<file path="src/rtl/dma_desc_chunker.sv">
// Splits DMA descriptors into bursts of at most MAX_BURST lines that never cross a 4 KB page
// on source or destination. Optional perf counters are enabled by defining DMA_CHUNK_PERF_EN.
module dma_desc_chunker #(
    parameter int ADDR_W    = 64,
    parameter int LEN_W     = 32,
    parameter int MAX_BURST = 64,
    parameter int BURST_W   = 7
) (
    input  logic              clk,
    input  logic              reset,
    input  logic              stop,
    input  logic              in_not_empty,
    output logic              in_rdack,
    input  logic [ADDR_W-1:0] in_src_addr,
    input  logic [ADDR_W-1:0] in_dest_addr,
    input  logic [LEN_W-1:0]  in_len,
    input  logic [1:0]        in_mode,
    output logic              cmd_valid,
    input  logic              cmd_ready,
    output logic [ADDR_W-1:0] cmd_src_addr,
    output logic [ADDR_W-1:0] cmd_dest_addr,
    output logic [BURST_W-1:0] cmd_len,
    output logic [1:0]        cmd_mode,
    output logic              cmd_first,
    output logic              cmd_last,
    output logic              desc_done,
    output logic              desc_err,
    input  logic              err_clr,
`ifdef DMA_CHUNK_PERF_EN
    output logic [31:0]       burst_cnt,
    output logic [31:0]       stall_cnt,
`endif
    output logic              busy
);

    typedef enum logic [1:0] {
        IDLE  = 2'd0,
        CALC  = 2'd1,
        ISSUE = 2'd2
    } state_t;

    state_t             state_q, state_d;
    logic [ADDR_W-1:0]  src_q, src_d, dst_q, dst_d;
    logic [LEN_W-1:0]   rem_q, rem_d;
    logic [1:0]         mode_q, mode_d;
    logic               first_q, first_d;
    logic [ADDR_W-1:0]  cmd_src_q, cmd_src_d, cmd_dst_q, cmd_dst_d;
    logic [BURST_W-1:0] cmd_len_q, cmd_len_d;
    logic [1:0]         cmd_mode_q, cmd_mode_d;
    logic               cmd_first_q, cmd_first_d, cmd_last_q, cmd_last_d;
    logic               cmd_valid_q, cmd_valid_d;
    logic               done_q, done_d;
    logic               err_q, err_d;
    logic               busy_q, busy_d;
    logic               rdack_s;
    logic               bad_desc_s;
    logic [LEN_W-1:0]   sb_s, db_s, burst_s;
    logic [ADDR_W-1:0]  step_s;

    // Burst size: lines left in both 4 KB pages, capped by MAX_BURST and remaining length
    always_comb begin
        sb_s    = LEN_W'(7'd64) - LEN_W'(src_q[11:6]);
        db_s    = LEN_W'(7'd64) - LEN_W'(dst_q[11:6]);
        burst_s = rem_q;
        if (burst_s > LEN_W'(MAX_BURST)) begin
            burst_s = LEN_W'(MAX_BURST);
        end else begin
            burst_s = burst_s;
        end
        if (burst_s > sb_s) begin
            burst_s = sb_s;
        end else begin
            burst_s = burst_s;
        end
        if (burst_s > db_s) begin
            burst_s = db_s;
        end else begin
            burst_s = burst_s;
        end
    end

    assign step_s     = ADDR_W'({cmd_len_q, 6'd0});
    assign bad_desc_s = (in_len == LEN_W'(0)) || (in_src_addr[5:0] != 6'd0) ||
                        (in_dest_addr[5:0] != 6'd0);

    // Next-state and datapath update
    always_comb begin
        state_d     = state_q;
        src_d       = src_q;
        dst_d       = dst_q;
        rem_d       = rem_q;
        mode_d      = mode_q;
        first_d     = first_q;
        cmd_src_d   = cmd_src_q;
        cmd_dst_d   = cmd_dst_q;
        cmd_len_d   = cmd_len_q;
        cmd_mode_d  = cmd_mode_q;
        cmd_first_d = cmd_first_q;
        cmd_last_d  = cmd_last_q;
        cmd_valid_d = 1'b0;
        done_d      = 1'b0;
        rdack_s     = 1'b0;
        err_d       = err_clr ? 1'b0 : err_q;
        case (state_q)
            IDLE: begin
                if (in_not_empty && !stop) begin
                    rdack_s = 1'b1;
                    src_d   = in_src_addr;
                    dst_d   = in_dest_addr;
                    rem_d   = in_len;
                    mode_d  = in_mode;
                    first_d = 1'b1;
                    if (bad_desc_s) begin
                        err_d = 1'b1;
                    end else begin
                        state_d = CALC;
                    end
                end else begin
                    state_d = IDLE;
                end
            end
            CALC: begin
                cmd_src_d   = src_q;
                cmd_dst_d   = dst_q;
                cmd_len_d   = burst_s[BURST_W-1:0];
                cmd_mode_d  = mode_q;
                cmd_first_d = first_q;
                cmd_last_d  = (rem_q == burst_s);
                cmd_valid_d = 1'b1;
                state_d     = ISSUE;
            end
            ISSUE: begin
                if (cmd_ready) begin
                    src_d   = src_q + step_s;
                    dst_d   = dst_q + step_s;
                    rem_d   = rem_q - LEN_W'(cmd_len_q);
                    first_d = 1'b0;
                    if (cmd_last_q) begin
                        done_d  = 1'b1;
                        state_d = IDLE;
                    end else begin
                        state_d = CALC;
                    end
                end else begin
                    cmd_valid_d = 1'b1;
                end
            end
            default: begin
                state_d = IDLE;
            end
        endcase
        busy_d = (state_d != IDLE);
    end

    // State and datapath registers
    always_ff @(posedge clk or posedge reset) begin
        if (reset) begin
            state_q     <= IDLE;
            src_q       <= '0;
            dst_q       <= '0;
            rem_q       <= '0;
            mode_q      <= 2'd0;
            first_q     <= 1'b0;
            cmd_src_q   <= '0;
            cmd_dst_q   <= '0;
            cmd_len_q   <= '0;
            cmd_mode_q  <= 2'd0;
            cmd_first_q <= 1'b0;
            cmd_last_q  <= 1'b0;
            cmd_valid_q <= 1'b0;
            done_q      <= 1'b0;
            err_q       <= 1'b0;
            busy_q      <= 1'b0;
        end else begin
            state_q     <= state_d;
            src_q       <= src_d;
            dst_q       <= dst_d;
            rem_q       <= rem_d;
            mode_q      <= mode_d;
            first_q     <= first_d;
            cmd_src_q   <= cmd_src_d;
            cmd_dst_q   <= cmd_dst_d;
            cmd_len_q   <= cmd_len_d;
            cmd_mode_q  <= cmd_mode_d;
            cmd_first_q <= cmd_first_d;
            cmd_last_q  <= cmd_last_d;
            cmd_valid_q <= cmd_valid_d;
            done_q      <= done_d;
            err_q       <= err_d;
            busy_q      <= busy_d;
        end
    end

`ifdef DMA_CHUNK_PERF_EN
    logic [31:0] burst_cnt_q, stall_cnt_q;

    // Saturating accepted-burst and backpressure-stall counters
    always_ff @(posedge clk or posedge reset) begin
        if (reset) begin
            burst_cnt_q <= 32'd0;
            stall_cnt_q <= 32'd0;
        end else if (err_clr) begin
            burst_cnt_q <= 32'd0;
            stall_cnt_q <= 32'd0;
        end else begin
            if (cmd_valid_q && cmd_ready && (burst_cnt_q != 32'hFFFF_FFFF)) begin
                burst_cnt_q <= burst_cnt_q + 32'd1;
            end else begin
                burst_cnt_q <= burst_cnt_q;
            end
            if (cmd_valid_q && !cmd_ready && (stall_cnt_q != 32'hFFFF_FFFF)) begin
                stall_cnt_q <= stall_cnt_q + 32'd1;
            end else begin
                stall_cnt_q <= stall_cnt_q;
            end
        end
    end

    assign burst_cnt = burst_cnt_q;
    assign stall_cnt = stall_cnt_q;
`endif

    // rdack is combinational so the FIFO pops in the same cycle the entry is captured
    assign in_rdack      = rdack_s && !reset;
    assign cmd_valid     = cmd_valid_q;
    assign cmd_src_addr  = cmd_src_q;
    assign cmd_dest_addr = cmd_dst_q;
    assign cmd_len       = cmd_len_q;
    assign cmd_mode      = cmd_mode_q;
    assign cmd_first     = cmd_first_q;
    assign cmd_last      = cmd_last_q;
    assign desc_done     = done_q;
    assign desc_err      = err_q;
    assign busy          = busy_q;

endmodule
</file>
<file path="config.mk">
export PLATFORM = sky130hd
export DESIGN_NAME = dma_desc_chunker
export DESIGN_NICKNAME = d
export VERILOG_FILES = /design/src/rtl/dma_desc_chunker.sv
export SDC_FILE = /design/constraint.sdc
export NUM_CORES = 1
export LEC_CHECK = 0
export CORE_AREA = 2 2 265 188
export DETAILED_ROUTE_END_ITERATION = 8
export DIE_AREA = 0 0 267 190
export GPL_ROUTABILITY_DRIVEN = 0
export GPL_TIMING_DRIVEN = 0
export SLEW_MARGIN = 10
export SYNTH_ARGS = -nofsm -noshare
export SYNTH_HDL_FRONTEND = slang
export SYNTH_SLANG_ARGS = --single-unit
</file>
<file path="constraint.sdc">
create_clock -name clk -period 11.6 [get_ports clk]
set_clock_uncertainty 0.2 [all_clocks]
set_input_delay 2.9 -clock clk [delete_from_list [all_inputs] [get_ports clk]]
set_output_delay 2.9 -clock clk [all_outputs]
set_load 0.02 [all_outputs]
</file>
== Word level (Yosys, flattened, before mapping) ==
Index checks and enable logic that the tools add are counted.

* Logic and storage cells: 74
* Memories kept: 0
* Input port bits: 168
* Latch bits: 0
* Memory bits (read-only): 0
* Flip-flop bits (word level): 308
* RAM bits: 0

* Multiplexer cells: 31
* Equal/unequal tests: 5
* Reductions and logical operators: 14
* Multipliers: 0
* Bitwise logic cells: 0
* Divide/modulo/power cells: 0
* $lt $le $gt $ge: 3
* Add/subtract/negate cells: 5
* Shift-type cells: 0

{| class="wikitable"
|+ Operators by type and width
! kind !! number
|-
| two-way mux 64 bit || 4
|-
| case mux 64 bit (2 select lines) || 2
|-
| two-way mux 32 bit || 5
|-
| adder 64 x 13 -> 64 bit || 2
|-
| greater-than comparator 32 bit || 2
|-
| case mux 32 bit (2 select lines) || 1
|-
| == test 32 bit || 1
|-
| greater-than comparator 32 x 7 -> 1 bit (second input constant) || 1
|-
| logical NOT 32 bit || 1
|-
| subtractor 32 x 7 -> 32 bit || 1
|-
| subtractor 7 x 6 -> 8 bit (first input constant) || 2
|-
| two-way mux 1 bit || 13
|-
| nonzero test 6 bit || 2
|-
| two-way mux 2 bit || 3
|-
| case mux 2 bit (3 select lines) || 1
|-
| != test 2 bit (second input constant) || 2
|-
| case mux 1 bit (2 select lines) || 2
|-
| nonzero test 2 bit || 2
|-
| AND reduction 3 bit || 1
|-
| == test 2 x 1 -> 1 bit (second input constant) || 1
|-
| == test 2 bit (second input constant) || 1
|-
| logical AND 1 bit || 2
|-
| logical NOT 1 bit || 2
|-
| logical NOT 2 bit || 1
|-
| other kinds (2) || 3
|}

== Depth between registers and ports, before layout ==
* Depth in word-level cells: 7
* Gate-level depth with buffers: 22
* Depth with buffers taken out: 20

== Worst setup path after synthesis ==
No wires, ideal clock.

* Kind: in2out
* Start point: input port stop
* End point: output port in_rdack
* Stages: 3
* Arrival time: 3.553 ns
* Buffers on the path: 1
* Required time: 8.500 ns
* Path slack: 4.947 ns
* Cell sequence: nand3b_1 -> clkbuf_1 -> nor2_1

* Word-level cells in the longest chain between the ends: 5

{| class="wikitable"
|+ RTL lines
! item !! line !! RTL
|-
| from (decl) || 11 || <nowiki>input logic stop,</nowiki>
|-
| logical NOT 1 bit || 106 || <nowiki>if (in_not_empty && !stop) begin</nowiki>
|-
| logical AND 1 bit || 106 ||
|-
| two-way mux 1 bit || 106 ||
|-
| two-way mux 1 bit || 104 || <nowiki>case (state_q)</nowiki>
|-
| logical AND 1 bit || 224 || <nowiki>assign in_rdack = rdack_s && !reset;</nowiki>
|-
| to (decl) || 13 || <nowiki>output logic in_rdack,</nowiki>
|}

No other way between the ends.

== Worst setup path in the final report ==
Ends and elaborated chain as after synthesis.

==> metrics.txt <==
Yosys top cell area share=0.460; count leader, synth=dfrtp_1; kind of critical path=primary input to output pin; Overall Global Routing Usage=0.268; number of synthesized flops with an enable pin=0; synth cell count leaders=dfrtp_1, a21oi_1, nand2_1; die width=267 um; final setup vio count=0; peak supply drop=0.0000880 V; Hold Crit Class=flip-flop to flip-flop; vias after detailed routing=16200; first-pass GRT wire length=101000 um; Root Driver=clkbuf_16; max incr delay on CP=700 ps; synthesized area=16700 um^2; largest net degree at the start of global routing=38; most used cell, CP=clkdlybuf4s50_1; vias in the first global route=15700; clk slew on worst S/H paths=60 ps; Pwr per Cell Area=204 nW/um^2; Post-DP HPWL=52200 um; # DRC=0; Period minus WS final=7940 ps; leakage power total=9.00 nW; Die Y=190 um; warning count from the yosys run=0; register area share after synthesis=0.460; FF+latch count, synth=308; Worst path slowest cell=clkbuf_1; Place WS=3660 ps; FILL cells=4604; drt first-iter violations=1917; worst-path cell chain=clkdlybuf4s50_1 > nand3b_1 > clkbuf_1 > nor2_1 > clkdlybuf4s50_1; post-synthesis cell type count=90; final setup slack of the worst path=3660 ps; Synth area leader=dfrtp_1; synth top area cells=dfrtp_1, mux2_2, a21oi_1, nand2_1, ha_1; Worst setup EP type=output pin; post-cts sizing count=0; Worst Setup Start Kind=primary input; final hold vios=0; Worst EP arrival=4840 ps; Core Rows=68; f_max=126 MHz; Layout Nets=2295; TNS Setup=0 ps; CTS H-tree depth=2; fin crit share=0.684; hold_ws=272 ps; Final ANT Viol Nets=0; Pins Over Slew Limit=0; maxcap violations=0; worst endpoint required time=8500 ps; worst skew pair latency=550 ps; initial antenna violation count=17; I/O pin count=312; Cells after Synth=1725; drt total wl=69800 um; Net Count, Synth=1937; status=finished clean; TritonCTS clock tree=built; syn_area_per_cell=9.70 um^2; actual slew at the worst max-slew pin=1190 ps; deepest clock path buffer count=3; Main synth FF type=dfrtp_1; total grt overflow=0; share of cells above drive strength 1=0.117; vias per inst=5.83; die area=50700 um^2; routed len/inst=25.1 um; relative slew slack=0.204; port bufs=311; CTS Buf Count=36; CTS Sinks=308; CTS Hold Bufs=0; Post-CTS Setup Inserts=0; Async SR Flop Fraction=1.00; area delta synth->final=32.7%; crit-path max FO=10; Initial Util=0.345; CORE AREA=48600 um^2; drt pass-1 iters=6; RSZ-0062 raised after global routing=false
[cells in the final DEF, fill, tap and decap left out, types with 16 or more instances in the layout]
cell	n
clkbuf_1	91
nor3_1	29
and2_1	21
nor2_1	120
nand3_1	65
clkbuf_16	38
o22ai_1	60
a31oi_1	24
clkdlybuf4s50_1	311
o22a_1	24
a2bb2oi_1	31
inv_1	36
ha_1	41
and3_1	36
a21oi_1	172
o21ai_0	80
buf_1	16
nand2_1	161
nor4_1	17
mux2i_1	16
mux2_2	134
dfrtp_1	308
nand4_1	26
[metal layers]
metal  GRT usage  wire (um)  part of all wire
met4      0.0854       2180             0.031
met1       0.379      30200              0.43
met2       0.385      29100              0.42
met5           0         89            0.0013
met3      0.0888       8250              0.12
[per-stage QoR]
stage               instance area (um^2)  power [mW]  cells  utilization
global placement                   20700        3.21   2701        0.426
global route                       22200        4.74   2778        0.457
finish                             22200        4.53   2785        0.457
detailed placement                 20900        3.24   2710        0.430
CTS                                22200        4.54   2775        0.457
floorplan                          16700        2.46   1725            -
[flip-flops by register name (all words and copies together) (netlist names)]
name,flops
cmd_dest_addr,64
cmd_src_addr,64
dst_q,64
src_q,64
rem_q,32
cmd_len,7
cmd_mode,2
mode_q,2
state_q,2
busy,1
cmd_first,1
cmd_last,1
cmd_valid,1
desc_done,1
desc_err,1
first_q,1
[logic make-up (layout without fill, tap and decap cells)]
group / after synthesis / after routing / synth area share
AO/OA/AOI/OAI: 501 / 501 / 0.192
XOR/XNOR: 23 / 23 / 0.0120
adder cells (fa/ha/maj): 44 / 44 / 0.0342
buffers and inverters: 143 / 528 / 0.0331
flip-flops: 308 / 308 / 0.460
multiplexers: 150 / 150 / 0.0997
other: 0 / 10 / 0
AND/OR/NAND/NOR: 556 / 556 / 0.168
[layout make-up]
cell class	count	area [um^2]	share of cell area
Sequential cell	308	7710	0.347
Clock inverter	18	307	0.0138
Buffer	106	415	0.0187
Clock buffer	47	1010	0.0457
Tap cell	665	832	0.0375
Antenna cell	10	25.0	0.00113
Multi-Input combinational cell	1274	8480	0.382
Timing Repair Buffer	320	3290	0.148
Inverter	37	143	0.00642
[path summary, 6_finish.rpt]
kind / cells past startpoint / from / to / slack (ps)
worst max-delay path: 5 / stop / in_rdack / 3660
worst min-delay path: 2 / dst_q[2] / dst_q[2] / 270
max in group asynchronous: 5 / reset / cmd_src_addr[19] / 7530
worst min register to register: 2 / dst_q[2] / dst_q[2] / 270
worst max register to register: 18 / rem_q[20] / cmd_last / 5840
min in group asynchronous: 2 / reset / cmd_mode[1] / 2580
[power breakdown]
part / internal (mW) / total (mW) / switching [mW]
registers: 1.37 / 1.64 / 0.268
clock network: 0.798 / 1.29 / 0.491
logic: 0.785 / 1.60 / 0.819
[critical path, delay by kind of cell]
family	cells	cell delay (ps)
AND/OR/NAND/NOR	2	210
buffers and inverters	3	1720
Power figures use the tool's default switching activity.
==> variant: new RTL, same settings <==
Register the output `desc_err` once more, cleared by the reset; this adds one clock of latency there. The other outputs are not delayed to match.
--- a/src/rtl/dma_desc_chunker.sv
+++ b/src/rtl/dma_desc_chunker.sv
@@ -232,3 +232,9 @@
     assign desc_done     = done_q;
-    assign desc_err      = err_q;
+    always_ff @(posedge clk or posedge reset) begin
+        if (reset) begin
+            desc_err <= '0;
+        end else begin
+            desc_err <= err_q;
+        end
+    end
     assign busy          = busy_q;
Formal check against the unedited RTL: not equivalent (Yosys sat finds a counterexample within 4 cycles, from zero or initial values and one cycle with reset high).
==> variant against the unedited design <==
- via count increased by 2.8%
- clock power fell by 6%
- cell area is essentially flat
- final cell count grew 0.47%
- synthesized area rose by 0.23%
- total power down 1.3%
- sequential cell count up 1
- worst setup slack better by 0.38 ns
- routed wire length rose by 0.92%
==> variant: results (changes against the unedited design) <==
run status finished, final reports clean; multi-input gates 1273 (-0.078%); Post-Route M1 WL 30.2 mm (+0.16%); Setup WS pre-CTS 4.01 ns (+0.348 ns); sequential cell area 7730 um^2 (+0.32%); Synth Area in Compound Gates 0.201 (+0.00880); vias post-DR 16700 (+2.8%); CP max-delay cell clkdlybuf4s50_1; Max FO, Critical Path 7 (-3); Antenna diodes 5 (-5); antenna violations before repair 10 (-7); DPL Wire Length 52.3 mm (+0.14%); Post-Syn Nets 1953 (+0.83%); Non-clk invs 48 (+30%); register area share after synthesis 0.461 (about the same); clock buffers 49 (+4.3%); largest cells by area after synthesis dfrtp_1 46%, mux2_2 9.1%, a21oi_1 5.1%; Pleak 8.86 nW (-1.5%); Synth cell types 67 (-26%); number of synthesized register bits 309 (+0.32%); first-pass GRT wire length 104 mm (+2.1%); layout cell share with drive strength beyond 1 0.107 (-0.00991); Critical Path AT 4.46 ns (-0.38 ns); Crit path largest cell delay 0.62 ns (-0.08 ns); met2 usage 0.403 (+0.0185); GRT Total Usage 0.274 (+0.00550); M1 GR Usage 0.393 (+0.0137); post-synthesis mux area share 0.104 (+0.00409); initial drt markers 2040 (+6.4%); worst hold stages 0 (-2); buffer share of cell area 0.171 (+0.00368); Repair and plain buffers 434 (+1.9%); Clock buffers and inverters, area share 0.0555 (-0.00401); vias in the first global route 16000 (+2.1%)
==> variant: through the flow <==
stage           util  power [W]  std cells
3_5_place_dp   0.432    0.00326       2729
2_1_floorplan      -    0.00247       1741
3_3_place_gp   0.427    0.00322       2717
4_1_cts        0.457    0.00449       2793
5_1_grt        0.457    0.00469       2793
6_report       0.457    0.00447       2798
==> variant: final timing paths <==
kind,startpoint,endpoint,slack [ns]
min in group asynchronous,reset,cmd_valid,2.52
max in group asynchronous,reset,cmd_src_addr[46],7.38
setup / recovery,stop,in_rdack,4.04
hold reg to reg,err_q,desc_err,0.18
setup reg to reg,rem_q[21],cmd_last,5.29
hold / removal,err_q,desc_err,0.18
==> variant: where the power goes <==
group / switching [W] / total (W) / internal, W
clock network: 0.000480 / 0.00121 / 0.000730
logic: 0.000822 / 0.00161 / 0.000792
registers: 0.000272 / 0.00165 / 0.00138
==> variant: worst max-delay path, delay by kind of cell <==
family	cells	cell delay, ns
and+or+nand+nor	2	0.54
buffers and inverters	2	1.02
